$ cat config.mk
export PLATFORM = sky130hd
export DESIGN_NAME = uart_rx
export DESIGN_NICKNAME = d
export VERILOG_FILES = /design/src/rtl/uart_rx.sv
export SDC_FILE = /design/constraint.sdc
export NUM_CORES = 1
export LEC_CHECK = 0
export ABC_AREA = 1
export CORE_UTILIZATION = 50
export DETAILED_ROUTE_END_ITERATION = 8
export GPL_ROUTABILITY_DRIVEN = 0
export PLACE_DENSITY = 0.82
export SLEW_MARGIN = 20
export SYNTH_ARGS = -nofsm -noshare
export SYNTH_HDL_FRONTEND = slang
export SYNTH_SLANG_ARGS = --single-unit
$ cat constraint.sdc
create_clock -name i_clock -period 1.36 [get_ports i_clock]
set_input_delay 0.136 -clock i_clock [delete_from_list [all_inputs] [get_ports i_clock]]
set_output_delay 0.136 -clock i_clock [all_outputs]
set_load 0.05 [all_outputs]
$ cat src/rtl/uart_rx.sv
// rtl/uart_rx.sv - 8N1 UART receiver with 2-flop synchroniser, start-glitch rejection and mid-bit sampling
module uart_rx #(
  parameter int CLOCKS_PER_BIT = 10
) (
  input  logic       i_clock,
  input  logic       i_reset,
  input  logic       i_rxSerial,
  output logic [7:0] o_rxData,
  output logic       o_rxValid,
  output logic       o_rxBusy,
  output logic       o_frameError
);

  localparam logic [2:0] IDLE     = 3'd0;
  localparam logic [2:0] STARTBIT = 3'd1;
  localparam logic [2:0] DATABITS = 3'd2;
  localparam logic [2:0] STOPBIT  = 3'd3;
  localparam logic [2:0] WAITIDLE = 3'd4;

  localparam logic [15:0] BIT_LAST = 16'(CLOCKS_PER_BIT);
  localparam logic [15:0] HALF     = 16'(CLOCKS_PER_BIT / 2);

  logic       rSync1;
  logic       rSync2;
  logic [2:0] state;
  logic [15:0] clockCount;
  logic [2:0] bitIndex;
  logic [7:0] shiftReg;

  // Reset both flops high so a reset can never look like a start bit.
  always_ff @(posedge i_clock) begin
    if (i_reset) begin
      rSync1 <= 1'b1;
      rSync2 <= 1'b1;
    end else begin
      rSync1 <= i_rxSerial;
      rSync2 <= rSync1;
    end
  end

  always_ff @(posedge i_clock) begin
    if (i_reset) begin
      state        <= IDLE;
      clockCount   <= 16'd0;
      bitIndex     <= 3'd0;
      shiftReg     <= 8'd0;
      o_rxData     <= 8'd0;
      o_rxValid    <= 1'b0;
      o_frameError <= 1'b0;
    end else begin
      o_rxValid    <= 1'b0;
      o_frameError <= 1'b0;
      case (state)
        IDLE: begin
          clockCount <= 16'd0;
          bitIndex   <= 3'd0;
          if (!rSync2) begin
            state <= STARTBIT;
          end
        end

        // Re-check the line half a bit in; restarting the counter here aligns later samples to mid-bit.
        STARTBIT: begin
          if (clockCount == HALF) begin
            clockCount <= 16'd0;
            state      <= rSync2 ? IDLE : DATABITS;
          end else begin
            clockCount <= clockCount + 16'd1;
          end
        end

        DATABITS: begin
          if (clockCount == BIT_LAST) begin
            clockCount         <= 16'd0;
            shiftReg[bitIndex] <= rSync2;
            if (bitIndex == 3'd7) begin
              bitIndex <= 3'd0;
              state    <= STOPBIT;
            end else begin
              bitIndex <= bitIndex + 3'd1;
            end
          end else begin
            clockCount <= clockCount + 16'd1;
          end
        end

        // Completing at the stop-bit mid-point leaves half a bit of slack for a back-to-back start bit.
        STOPBIT: begin
          if (clockCount == BIT_LAST) begin
            clockCount <= 16'd0;
            if (rSync2) begin
              o_rxData  <= shiftReg;
              o_rxValid <= 1'b1;
              state     <= IDLE;
            end else begin
              o_frameError <= 1'b1;
              state        <= WAITIDLE;
            end
          end else begin
            clockCount <= clockCount + 16'd1;
          end
        end

        // A held-low line (break) must return high before another start bit is accepted.
        WAITIDLE: begin
          clockCount <= 16'd0;
          if (rSync2) begin
            state <= IDLE;
          end
        end

        default: begin
          state      <= IDLE;
          clockCount <= 16'd0;
          bitIndex   <= 3'd0;
        end
      endcase
    end
  end

  assign o_rxBusy = (state != IDLE);

endmodule
# After elaboration in Yosys (flattened, before gate mapping)
# Cells that the tools add are included.
# totals
register_bits,42
in_bits,3
output_inout_bits,11
wordCells,59
# op_classes
n_addsub,2
order_cmp,2
n_eq_ne,13
mux,20
bitwise_logic,3
n_reduce_logical,10
# ops
op,n
$mux 16,2
$pmux 16 s2,1
$mux 3,9
$add 16x1->16 const B,1
$eq 16x3->1 const B,1
$eq 16x4->1 const B,1
$pmux 3 s5,1
$ne 2x2->1 const B,6
$bwmux 8,1
$eq 3x2->1 const B,2
$eq 3x3->1 const B,2
$pmux 3 s2,1
$reduce_and 6->1,1
$reduce_or 3->1,2
$lt 3x4->1 const B,1
$reduce_and 2->1,2
$add 3x1->3 const B,1
$demux 1 s3,1
$eq 3x1->1 const B,1
$ge 3x1->1 const B,1
$logic_not 3->1,1
$mux 1,3
$not 1->1,3
$reduce_and 3->1,1
4 further kinds,4

# Logic depth before layout (Yosys ltp)
# Gate-level depths: netlist of run 1.
# depth
ltp_word,5
depth_mapped,12
ltp_nobuf,11

# Least setup slack after synthesis of run 1
# OpenSTA, ideal clock, no wires.
# synth_path
kind,register to register
from,register clockCount[0]
to,register clockCount[11]
arrival_time_ps,1382
t_required_ps,1243
path_slack_ps,-139
path_stages_with_launch,13
path_buffers,1
path_cell_list,dfxtp_1 -> inv_1 -> ha_1 -> nand3_2 -> nor2_4 -> nand2_4 -> nand2_2 -> nand2_2 -> inv_2 -> nand2_4 -> nand2_4 -> buf_12 -> nor2_2
# synth_between
elab_chain_len,3
elab_cells_between_ends,6
# synth_rtl
element,line_no,rtl
start: declaration,26,logic [15:0] clockCount;
start signal: assignment,68,clockCount <= clockCount + 16'd1;
start signal: assignment,83,clockCount <= clockCount + 16'd1;
start signal: assignment,100,clockCount <= clockCount + 16'd1;
"$add 16x1->16, or another cell as far along","68, 83, 100",
$mux 16 (on tied branches),"73, 89, 64",
$pmux 16 s2 *,53,case (state)
# Every way passes the cells marked *; elsewhere a longest branch is shown, timed or not.
# A chain may end at the register's enable or synchronous reset.

# Worst setup path after layout of run 1
# layout_path
from,register clockCount[1]
to,register state[2]
# layout_between
elab_chain_len,3
elab_cells_between_ends,6
# layout_rtl
element,line_no,rtl
$eq 16x4->1 or $eq 16x3->1 (tied branches),"73, 89, 64",
$ne 2x2->1 (no line),-,
$reduce_and 6->1 (no line) *,-,
end signal: assignment,66,state <= rSync2 ? IDLE : DATABITS;
end: declaration,25,logic [2:0] state;
# Marks and branches as above.

==> results.yml, run 1 <==
finish:
  fin_cells: 380
  final_layout_size_suffix_gt1_share_pct: 40.3
  final_util_pct: 74.1
  final_cell_mix: "buf_4, nand2_1, dfxtp_1"
  syn2layout_area_growth_pct: 41.2
  num-fill-cells: 255
  multi_input_area_um2: 1350
  finalNetCount: 337
  layout_commonest_cell: "buf_4"
  design_area_um2: 2990
  seqCellArea_um2: 851
  n_antenna_cell: 0
critical_path:
  r2r_slack_ns: -0.28
  r2r-start: "clockCount[1]"
  crit_path_start: "clockCount[1]"
  worstSetupStartpointType: "register"
  critical_path_class: "reg -> reg"
  cp-endpoint: "state[2]"
  required_ns: 1.56
  regToRegEndpoint: "state[2]"
  worst_ep_arrival_time_ns: 1.83
  cp_max_fo: 4
  reg2reg_depth: 11
  cp-end-kind: "register"
timing:
  slew_viol_final: 0
  fin_crit_sh_pct: 120
  worstMarginPinSlew_ns: 0.443
  finalHoldViolations: 0
  slew_headroom_pct: 70.5
  timing.final.ws_setup_ns: -0.277
  fmax_ghz: 0.611
  clock_skew_ns: 0.00970
  final-setup-viol-count: 40
  period_needed_ns: 1.64
  rsz0062_at_grt: "yes"
logic_synthesis:
  netlist_instances: 272
  yosysSeqAreaShare_pct: 39.8
  syn-num-nets: 280
  ys_ff_latch: 42
  synthFlopType: "dfxtp_1"
  ys.warnings.count: 0
  synth-edff-count: 0
  synth_cell_types: 35
  synthesis.area_um2: 2110
  synthArstFlopShare_pct: 0
  avgSynthCellArea_um2: 7.77
routing:
  drtIter0Drc: 200
  routed_via_density: 5.45
  post_drt_wl_per_cell_um: 15.2
  final_antenna_net_count: 0
  vias: 2070
  dr.pass1.iters: 5
  drc: 0
  routed_wl_um: 5780
clock_network:
  root_buffer: "clkbuf_8"
  path_clk_slew_ns: 0.09
  numCtsBuffers: 5
  htreeDepth: 2
  clk_latency_ns: 0.30
  clk_path_buf_depth: 2
  cts.sinks: 42
  hold_buffers: 0
  cts_tree: "done"
power_and_ir_drop:
  power_mw: 4.12
  ir_drop_mv: 1.41
  p_leak_nw: 1.13
  p_per_area_nw_per_um2: 1380
worst_hold_path:
  min-delay-start: "i_rxSerial"
  worstHoldPathType: "in -> reg"
global_routing:
  grt_use_met2_pct: 39.0
  grt-ovfl-total: 0
  grt_pass1_vias: 1811
  met3_usage_pct: 5.82
  antenna_found_initial: 0
  grt_util_all_layers_pct: 23.8
  grt_util_met1_pct: 29.1
  grt_max_degree: 18
  grt_pass1_wl_um: 7920
  busiest_layer: "met2"
die:
  dieWidth_um: 67.0
  die_h_um: 67.0
  ios: 14
  start_util_pct: 52.5
  rows: 23
  dieArea_um2: 4490
  core_area_um2: 4030
place:
  placed_area_um2: 2590
  hpwlAfterDp_um: 3260
  dp_cells: 362
  port_buffers: 13
run_status:
  violations: "negative setup slack"
  outcome: "finished, violations left"
run:
  drv_cap: 0
## cells by family after synthesis
family	count (synthesis)	share of synthesized area (%)
compound gates	32	9.59
simple gates	142	34.9
fa+ha+maj	5	2.96
buf+inv	42	9.05
xor+xnor	9	3.73
flops	42	39.8
## timing repair
| action | in CTS | in global routing |
|---|---|---|
| setup endpoints to repair | 37 | 40 |
| setup buffers | 1 | 5 |
| pin swaps | 2 | 15 |
| resized for setup | 12 | 42 |
| gates cloned | 1 | 3 |
## critical path, cell delays in order (launching register included)
cell and delay (ns):
dfxtp_4 0.38, inv_1 0.07, ha_1 0.13, nand3_1 0.08, nor2_1 0.15, nand2_1 0.08
nand2_1 0.16, nand2_4 0.09, nor2_4 0.16, nand2_1 0.08, nand2_1 0.09, nor2_1 0.06
## state kept, by name, summed over array words and instances (netlist names)
register,flops
o_frameError,1
clockCount,16
rSync1,1
o_rxData,8
shiftReg,8
state,3
o_rxValid,1
rSync2,1
bitIndex,3
## Yosys cell counts (2+ instances only)
library cell | number | share of area (%)
a211oi_1 | 6 | 2.1
a211oi_2 | 2 | 1.2
a21oi_1 | 15 | 3.6
buf_2 | 2 | 0.47
buf_6 | 2 | 1.1
clkbuf_1 | 2 | 0.36
dfxtp_1 | 42 | 40
ha_1 | 5 | 3.0
inv_1 | 33 | 5.9
nand2_1 | 41 | 7.3
nand2_2 | 4 | 1.2
nand2_4 | 3 | 1.6
nand3_1 | 17 | 4.0
nand4_1 | 11 | 3.3
nor2_1 | 38 | 6.7
nor2_2 | 12 | 3.6
nor2_4 | 4 | 2.1
nor3_1 | 4 | 0.95
o21ai_0 | 5 | 1.2
or2_2 | 2 | 0.59
xnor2_1 | 2 | 0.83
xor2_1 | 7 | 2.9
## how the worst min path moves through the flow
| stage | end | slack [ns] | cells past startpoint |
|---|---|---|---|
| floorplan | rSync1 | 0.24 | 1 |
| global placement | rSync2 | 0.39 | 1 |
| detailed placement | rSync2 | 0.42 | 1 |
| CTS | rSync1 | 0.41 | 2 |
| global route | rSync1 | 0.42 | 2 |
| finish | rSync1 | 0.41 | 2 |
## stage by stage
step	TNS (ns)	hold WS (ns)	worst slack, ns
floorplan	-0.601	0.240	-0.0599
global placement	-1.63	0.393	-0.107
detailed placement	-2.70	0.416	-0.145
CTS	-2.09	0.406	-0.0918
global route	-8.78	0.420	-0.361
finish	-6.02	0.405	-0.277
## report_power, final
group	internal, mW	leakage (nW)	switching [mW]	total, mW
Sequential	1.32	0.342	0.0977	1.41
Combinational	0.650	0.740	1.25	1.90
Clock	0.363	0.0452	0.447	0.810
Total	2.33	1.13	1.80	4.12
## routing by layer
metal | vias to the layer above | wire [um]
li1 | 1000 | -
met1 | 955 | 2390
met2 | 90 | 2850
met3 | 25 | 325
met4 | 0 | 215
met5 | - | 0
## cell type report
type                    instances  share of cell area, %
multi-input cells             192                   45.2
flip-flops and latches         42                   28.5
repair buffers                 53                   16.8
inverters                      35                   4.48
clock buffers                   6                   2.43
well taps                      50                   2.09
clock inverters                 2                  0.461
No activity file was read; power rests on OpenSTA's default activity.
==> run 2: changes to the inputs <==
--- a/config.mk
+++ b/config.mk
@@ -6,10 +6,12 @@
 export NUM_CORES = 1
 export LEC_CHECK = 0
 export ABC_AREA = 1
-export CORE_UTILIZATION = 50
+export CELL_PAD_IN_SITES_DETAIL_PLACEMENT = 0
+export CELL_PAD_IN_SITES_GLOBAL_PLACEMENT = 1
+export CORE_UTILIZATION = 39
 export DETAILED_ROUTE_END_ITERATION = 8
 export GPL_ROUTABILITY_DRIVEN = 0
-export PLACE_DENSITY = 0.82
+export PLACE_DENSITY = 0.85
 export SLEW_MARGIN = 20
 export SYNTH_ARGS = -nofsm -noshare
 export SYNTH_HDL_FRONTEND = slang
==> results.yml, run 2 (synthesis results as in run 1) <==
run_status:
  outcome: "finished, violations left"
  violations: "negative setup slack"
critical_path:
  cp_max_fo: 8
  cp_common_cell: "nor2_4"
  critical_path_class: "reg -> reg"
  crit_buf_inv: 2
  path_cells: "inv_2 -> ha_4 -> nand3_4 -> nor2_4 -> nand2_4 -> buf_12 -> nor2_4 -> nand4_1 -> a21oi_2"
  crit_path_start: "clockCount[0]"
  cp-end-kind: "register"
  required_ns: 1.61
  max_stage_delay_ns: 0.35
  r2r-start: "clockCount[0]"
  worst_ep_arrival_time_ns: 1.73
  cpMaxStageDelayCell: "dfxtp_2"
  crit_family: "simple AND/OR/NAND/NOR gates"
  worstSetupStartpointType: "register"
place:
  dp_cells: 386
  port_buffers: 13
  hpwlAfterDp_um: 3160
power_and_ir_drop:
  power_mw: 4.61
  p_clk_share_pct: 26.9
  ir_drop_mv: 1.69
  swShare_pct: 37.6
  switchingPower_mw: 1.73
  intPower_mw: 2.87
  p_per_area_nw_per_um2: 1490
  p_leak_nw: 1.22
  pwr-share-comb_pct: 42.8
  pwr-share-seq_pct: 30.2
routing:
  dr.pass1.iters: 4
  drc: 0
  drtIter0Drc: 131
  vias: 1965
  post_drt_wl_per_cell_um: 12.4
  routed_wl_um: 4970
  routed_via_density: 4.89
  final_antenna_net_count: 0
die:
  dieWidth_um: 75.6
  dieArea_um2: 5720
  ios: 14
  rows: 26
  die_h_um: 75.6
  start_util_pct: 40.9
  core_area_um2: 5170
clock_network:
  numCtsBuffers: 5
  clk_latency_ns: 0.30
  cts_tree: "done"
  htreeDepth: 2
  path_clk_slew_ns: 0.08
  clk_path_buf_depth: 2
  root_buffer: "clkbuf_8"
  cts.sinks: 42
finish:
  largest_register_ffs: 16
  regMostFlops: "clockCount"
  syn2layout_area_growth_pct: 46.4
  fin_cells: 402
  final_cell_mix: "buf_4, dfxtp_1, nand2_1"
  n_antenna_cell: 0
  final_layout_size_suffix_gt1_share_pct: 41.0
  layout_commonest_cell: "buf_4"
  reg.largest.list: "clockCount (16), o_rxData (8), shiftReg (8)"
  finalNetCount: 339
global_routing:
  grt_pass1_vias: 1783
  grt_util_all_layers_pct: 18.9
  antenna_found_initial: 0
  grt_max_degree: 18
  grt_pass1_wl_um: 8070
  grt-ovfl-total: 0
timing:
  finalHoldViolations: 0
  fmax_ghz: 0.672
  rsz0062_at_grt: "yes"
  slew_viol_final: 0
  final-setup-viol-count: 31
  clock_skew_ns: 0.00547
  timing.final.ws_setup_ns: -0.127
  period_needed_ns: 1.49
  worstMarginPinSlew_ns: 0.300
  slew_headroom_pct: 80.0
  fin_crit_sh_pct: 109
worst_hold_path:
  worstHoldPathType: "in -> reg"
  min-delay-start: "i_rxSerial"
run:
  drv_cap: 0
run 2: layout make-up:
class / count / area [um2]
multi-input cells: 190 / 1300
repair buffers: 57 / 578
flip-flops and latches: 42 / 852
well taps: 70 / 87.6
inverters: 35 / 134
clock inverters: 2 / 60.1
fillers: 454 / 2080
clock buffers: 6 / 82.6
run 2: power by group through the flow:
stage / registers, mW / logic [mW] / clock network, mW
after floorplan: 1.43 / 0.944 / 0
after global placement: 1.40 / 1.49 / 0
after detailed placement: 1.41 / 1.51 / 0
after CTS: 1.38 / 1.67 / 1.25
after global routing: 1.40 / 2.15 / 1.32
final: 1.39 / 1.97 / 1.24
run 2: final timing paths:
path / end / slack (ns) / cells after the start
min: rSync1 / 0.40 / 2
max: shiftReg[2] / -0.13 / 9
min reg2reg: rSync2 / 0.42 / 1
max reg2reg: shiftReg[2] / -0.13 / 9
run 2: what timing repair did:
item	CTS	global route
gates resized for setup	20	37
setup buffers	3	3
hold buffers	0	0
pin swaps	6	19
gates cloned	2	0
hold endpoints to repair	0	0
setup endpoints to repair	38	38
run 2: per-layer routing:
layer	GRT usage, %	share of wire (%)	up-vias
met5	0	0	-
met4	6.38	1.6	0
met3	4.23	3.8	8
met2	30.2	47	32
met1	25.3	48	914
li1	-	-	1011
run 2: through the flow:
step	utilization, %	setup slack [ns]	area, um2	hold slack [ns]	TNS (ns)
after floorplan	-	-0.0599	2130	0.240	-0.601
after global placement	51.9	-0.116	2680	0.419	-2.28
after detailed placement	51.9	-0.148	2680	0.403	-3.28
after CTS	57.1	-0.0822	2950	0.403	-1.57
after global routing	59.8	-0.246	3100	0.412	-6.07
final	59.8	-0.127	3100	0.399	-2.36
==> run 3: changes to the inputs <==
--- a/config.mk
+++ b/config.mk
@@ -6,6 +6,7 @@
 export NUM_CORES = 1
 export LEC_CHECK = 0
 export ABC_AREA = 1
+export ABC_CLOCK_PERIOD_IN_PS = 1360
 export CELL_PAD_IN_SITES_DETAIL_PLACEMENT = 0
 export CELL_PAD_IN_SITES_GLOBAL_PLACEMENT = 1
 export CORE_UTILIZATION = 39
==> results of run 3 <==
No change in the layout: final DEF, timing and power equal those of run 2.
